File: config.mk
export PLATFORM = sky130hd
export DESIGN_NAME = fetch_queue_flat
export DESIGN_NICKNAME = d
export VERILOG_FILES = /design/src/rtl/fetch_queue_if.sv /design/src/rtl/fetch_queue.sv /design/src/flat_wrapper.sv
export SDC_FILE = /design/constraint.sdc
export NUM_CORES = 1
export LEC_CHECK = 0
export CAP_MARGIN = 20
export CORE_UTILIZATION = 52
export CTS_BUF_LIST = sky130_fd_sc_hd__clkbuf_8
export DETAILED_ROUTE_END_ITERATION = 7
export PLACE_DENSITY = 0.84
export SYNTH_ARGS = -nofsm -noshare
export SYNTH_HDL_FRONTEND = slang
export SYNTH_SLANG_ARGS = --single-unit
File: constraint.sdc
create_clock -name clk -period 3.05 [get_ports clk]
set_clock_uncertainty 0.2 [all_clocks]
set_input_delay 0.915 -clock clk [delete_from_list [all_inputs] [get_ports clk]]
set_output_delay 0.915 -clock clk [all_outputs]
set_load 0.1 [all_outputs]
File: src/rtl/fetch_queue_if.sv
// Fetch-to-decode handshake bundle for fetch_queue.
// The master modport is the fetch/decode pipeline side; the slave modport is the queue itself.
interface fetch_queue_if #(
    parameter int DATA_W = 32,
    parameter int DEPTH  = 4
);
    logic                           push_F;
    logic [DATA_W-1:0]              instr_F;
    logic [DATA_W-1:0]              pcplus4_F;
    logic                           stall_D;
    logic                           flush_D;
    logic [DATA_W-1:0]              instr_D;
    logic [DATA_W-1:0]              pcplus4_D;
    logic                           valid_D;
    logic                           full_F;
    logic [$clog2(DEPTH+1)-1:0]     count_F;

    modport master (
        output push_F, instr_F, pcplus4_F, stall_D, flush_D,
        input  instr_D, pcplus4_D, valid_D, full_F, count_F
    );

    modport slave (
        input  push_F, instr_F, pcplus4_F, stall_D, flush_D,
        output instr_D, pcplus4_D, valid_D, full_F, count_F
    );
endinterface

File: src/rtl/fetch_queue.sv
// Circular instruction queue between fetch and decode, feeding a registered decode stage.
// Define FETCH_QUEUE_BYPASS_EN to let an empty queue pass a pushed word straight to decode.
module fetch_queue #(
    parameter int DATA_W = 32,
    parameter int DEPTH  = 4
) (
    input  logic            clk,
    input  logic            reset,
    fetch_queue_if.slave    bus
);
    localparam int PTR_W = (DEPTH > 1) ? $clog2(DEPTH) : 1;
    localparam int CNT_W = $clog2(DEPTH + 1);

    logic [DATA_W-1:0] r_memInstr [DEPTH];
    logic [DATA_W-1:0] r_memPc    [DEPTH];
    logic [PTR_W-1:0]  r_rdPtr;
    logic [PTR_W-1:0]  r_wrPtr;
    logic [CNT_W-1:0]  r_count;
    logic [DATA_W-1:0] r_instrD;
    logic [DATA_W-1:0] r_pcD;
    logic              r_validD;

    logic w_full;
    logic w_empty;
    logic w_bypass;
    logic w_push;
    logic w_pop;

    assign w_full  = (r_count == CNT_W'(DEPTH));
    assign w_empty = (r_count == '0);

`ifdef FETCH_QUEUE_BYPASS_EN
    assign w_bypass = bus.push_F && w_empty && !bus.stall_D && !bus.flush_D;
`else
    assign w_bypass = 1'b0;
`endif

    // A bypassed word goes to decode only, so it must not also be enqueued.
    assign w_push = bus.push_F && !w_full && !bus.flush_D && !w_bypass;
    assign w_pop  = !w_empty && !bus.stall_D && !bus.flush_D;

    // Storage has no reset: stale entries are never read because the count gates every pop.
    always_ff @(posedge clk) begin
        if (w_push) begin
            r_memInstr[r_wrPtr] <= bus.instr_F;
            r_memPc[r_wrPtr]    <= bus.pcplus4_F;
        end
    end

    always_ff @(posedge clk or posedge reset) begin
        if (reset) begin
            r_rdPtr <= '0;
            r_wrPtr <= '0;
            r_count <= '0;
        end else if (bus.flush_D) begin
            r_rdPtr <= '0;
            r_wrPtr <= '0;
            r_count <= '0;
        end else begin
            if (w_push) begin
                r_wrPtr <= (r_wrPtr == PTR_W'(DEPTH - 1)) ? '0 : r_wrPtr + PTR_W'(1);
            end
            if (w_pop) begin
                r_rdPtr <= (r_rdPtr == PTR_W'(DEPTH - 1)) ? '0 : r_rdPtr + PTR_W'(1);
            end
            case ({w_push, w_pop})
                2'b10:   r_count <= r_count + CNT_W'(1);
                2'b01:   r_count <= r_count - CNT_W'(1);
                default: r_count <= r_count;
            endcase
        end
    end

    // Decode register: flush beats stall; otherwise queue head, then bypass word, then bubble.
    always_ff @(posedge clk or posedge reset) begin
        if (reset) begin
            r_instrD <= '0;
            r_pcD    <= '0;
            r_validD <= 1'b0;
        end else if (bus.flush_D) begin
            r_instrD <= '0;
            r_pcD    <= '0;
            r_validD <= 1'b0;
        end else if (!bus.stall_D) begin
            if (w_pop) begin
                r_instrD <= r_memInstr[r_rdPtr];
                r_pcD    <= r_memPc[r_rdPtr];
                r_validD <= 1'b1;
            end else if (w_bypass) begin
                r_instrD <= bus.instr_F;
                r_pcD    <= bus.pcplus4_F;
                r_validD <= 1'b1;
            end else begin
                r_instrD <= '0;
                r_pcD    <= '0;
                r_validD <= 1'b0;
            end
        end
    end

    assign bus.instr_D   = r_instrD;
    assign bus.pcplus4_D = r_pcD;
    assign bus.valid_D   = r_validD;
    assign bus.full_F    = w_full;
    assign bus.count_F   = r_count;
endmodule

File: src/flat_wrapper.sv
// flat-port wrapper written by rule: the top's interface ports become plain ports
module fetch_queue_flat 
#(
    parameter int DATA_W = 32,
    parameter int DEPTH  = 4
)
  (clk, reset, bus_push_F, bus_instr_F, bus_pcplus4_F, bus_stall_D, bus_flush_D, bus_instr_D, bus_pcplus4_D, bus_valid_D, bus_full_F, bus_count_F);
  fetch_queue_if #(.DATA_W(DATA_W), .DEPTH(DEPTH)) bus_i ();
  input  logic clk;
  input  logic reset;
  input wire logic [$bits(bus_i.push_F)-1:0] bus_push_F;
  input wire logic [$bits(bus_i.instr_F)-1:0] bus_instr_F;
  input wire logic [$bits(bus_i.pcplus4_F)-1:0] bus_pcplus4_F;
  input wire logic [$bits(bus_i.stall_D)-1:0] bus_stall_D;
  input wire logic [$bits(bus_i.flush_D)-1:0] bus_flush_D;
  output wire logic [$bits(bus_i.instr_D)-1:0] bus_instr_D;
  output wire logic [$bits(bus_i.pcplus4_D)-1:0] bus_pcplus4_D;
  output wire logic [$bits(bus_i.valid_D)-1:0] bus_valid_D;
  output wire logic [$bits(bus_i.full_F)-1:0] bus_full_F;
  output wire logic [$bits(bus_i.count_F)-1:0] bus_count_F;
  assign bus_i.push_F = bus_push_F;
  assign bus_i.instr_F = bus_instr_F;
  assign bus_i.pcplus4_F = bus_pcplus4_F;
  assign bus_i.stall_D = bus_stall_D;
  assign bus_i.flush_D = bus_flush_D;
  assign bus_instr_D = bus_i.instr_D;
  assign bus_pcplus4_D = bus_i.pcplus4_D;
  assign bus_valid_D = bus_i.valid_D;
  assign bus_full_F = bus_i.full_F;
  assign bus_count_F = bus_i.count_F;
  fetch_queue #(.DATA_W(DATA_W), .DEPTH(DEPTH)) u_core (.clk(clk), .reset(reset), .bus(bus_i));
endmodule
==> metrics.cfg <==
[yosys]
syn_area_sq_um = 12100
syn_avg_cell_area_sq_um = 22.2
seq_area_frac_synth = 0.787
yosysTopAreaCell = edfxtp_1
yosys_register_bits = 328
synth_fp_nets = 618
yosys-top-cells-area = edfxtp_1 (64%), dfrtp_1 (15%), mux4_2 (12%)
ys.flop_type = edfxtp_1
synth_cell_types = 33
synth_edf_count = 256
synth_top_area_frac = 0.637
ys_warn_count = 0
async_flop_share = 0.220
synthCells = 544

[global_routing]
grt.total_usage = 0.204
grt_pass1_vias = 6475
grt_max_degree = 66
grt_first_pass_wirelength_um = 36600
antenna_found_initial = 1
grt-ovfl-total = 0

[outcome]
status = finished, final reports clean

[critical_path]
crit_type = flip-flop to primary output
critPathMaxFanout = 8
ff2ff_path_depth = 7
r2r_slack_ns = 0.61
crit_path_start_kind = flip-flop
required_ns = 1.93
cp-end-kind = primary output
r2r-start = u_core.bus.count_F[1]
r2r-end = u_core.bus.count_F[2]
cp_data_arrival_time_ns = 1.61

[floorplanning]
std_cell_rows = 55
ios = 138
die_h_um = 154
core_sq_um = 22700
die_area_sq_um = 23800
dieWidth_um = 154
start_util = 0.531

[timing]
fmax_mhz = 367
fin_crit_ns = 2.72
rsz0062_at_grt = false
worst_pin_slew_ns = 0.971
slew_viol_final = 0
hold_slack_ns = 0.287
fin_crit_sh = 0.893
final.setup.tns_ns = 0
final_hold_viol_count = 0
relSlewSlack = 0.353
finalSetupViolations = 0
worst_slack_ns = 0.325

[cts]
cts-root-buf = clkbuf_8
cts.sinks = 328
ctsLongestPathBuffers = 3
clock_latency_ns = 0.56
ctsHtreeMaxLevel = 2
post_cts_resized = 0
clk_pin_slew_worst_paths_ns = 0.07
cts_buffers = 48
cts_setup_buffers = 0
cts_tree = yes
ctsHoldBuffers = 0

[drt]
vias = 6023
dr.pass1.iters = 7
ant_nets = 0
viasPerCell = 5.74
drt-total-wl_um = 23400
first_iter_violations = 415
wl_per_cell_um = 22.3
drc = 0

[final_layout]
num-nets-final = 798
num-fill-cells = 1446
layout-drive-gt1-share = 0.312
area_growth_pct = 23.0
stdcell_area_sq_um = 14800
finish.utilization = 0.654
post_layout_nonfiller_instances = 1050

[placement]
dpl.cell_count = 959
port_buffers = 137
dpl_cell_area_sq_um = 13800
hpwl_um = 15100
place.gp.congestion = 0.728
place_ws_ns = -0.0605

[job]
cap_violations = 0

[min_path]
hp-class = flip-flop to flip-flop
hold_depth = 1
min_from = u_core.bus.valid_D
hold_end = u_core.bus.valid_D

[pwr]
pwr_density_cell_nw_per_um2 = 648
finalPower_mw = 9.61
ir_worst_vdd_uv = 325
p_leak_nw = 5.39

[state kept, by name, summed over array words and instances (netlist names)]
signal,flops
u_core.r_memInstr,128
u_core.bus.instr_D,32
u_core.r_wrPtr,2
u_core.bus.valid_D,1
u_core.r_rdPtr,2
u_core.bus.pcplus4_D,32
u_core.bus.count_F,3
u_core.r_memPc,128
[where the power goes]
group	total, mW	switching [mW]	internal [mW]
sequential	5.07	0.0916	4.98
combinational	1.00	0.627	0.374
clock	3.54	1.60	1.94
[metal layers]
metal  share of wire  GRT usage  routed length [um]
met4           0.024     0.0825                 559
met2            0.53      0.354               12400
met1            0.39      0.262                9080
met3           0.058     0.0300                1360
met5               0          0                   0
[critical path, stage by stage, from the launching register on]
cell	delay (ns)
dfrtp_1	0.48
inv_1	0.14
nor3_4	0.12
buf_4	0.31
[cells in the mapped netlist (3+ instances only)]
cell,count
a21oi_1,6
and2_1,5
inv_1,6
nor3_1,3
dfrtp_1,72
clkbuf_1,12
nor2b_1,4
edfxtp_1,256
buf_2,12
mux4_2,64
a22o_1,64
ha_1,4
nor2_1,7
buf_12,4
[layout make-up]
type	instances	area, sq um	area share
Clock buffer	56	771	0.0519
Antenna cell	1	2.50	0.000169
Timing Repair Buffer	162	1590	0.107
Clock inverter	34	229	0.0154
Sequential cell	328	9500	0.640
Tap cell	285	357	0.0240
Inverter	6	23.8	0.00160
Multi-Input combinational cell	178	2380	0.160
[layout by cell type (no fill, tap or decap), types with 2 or more instances in the layout]
cell	n
mux2i_1	2
nor3_2	2
nand2_1	2
buf_4	78
and2_4	4
edfxtp_1	256
clkdlybuf4s50_1	68
or3_1	2
clkinv_2	6
bufinv_16	3
buf_12	16
clkinv_1	13
mux4_2	64
a21o_1	2
clkbuf_8	56
dfrtp_4	2
nor2b_1	3
dfrtp_1	69
ha_1	4
a21oi_1	6
inv_1	15
nor2_1	7
o21ai_0	2
a22o_1	64
[kinds of logic after synthesis]
logic type | after synthesis | synth area share
xor+xnor | 1 | 0.000726
flops | 328 | 0.787
mux | 66 | 0.121
compound gates | 79 | 0.0544
buf+inv | 38 | 0.0192
simple gates | 27 | 0.0121
fa+ha+maj | 5 | 0.00581
[how the worst max path moves through the flow]
stage	startpoint	endpoint	slack, ns	cells past startpoint
2_1_floorplan	u_core.bus.count_F[1]	u_core.r_memInstr[0][0]	-0.08	4
3_3_place_gp	bus_push_F	u_core.bus.count_F[2]	-0.01	8
3_5_place_dp	bus_push_F	u_core.bus.count_F[2]	-0.06	8
4_1_cts	u_core.bus.count_F[2]	bus_full_F	0.30	3
5_1_grt	u_core.bus.count_F[2]	bus_full_F	0.25	3
6_report	u_core.bus.count_F[2]	bus_full_F	0.33	3
Power figures use the tool's default switching activity.
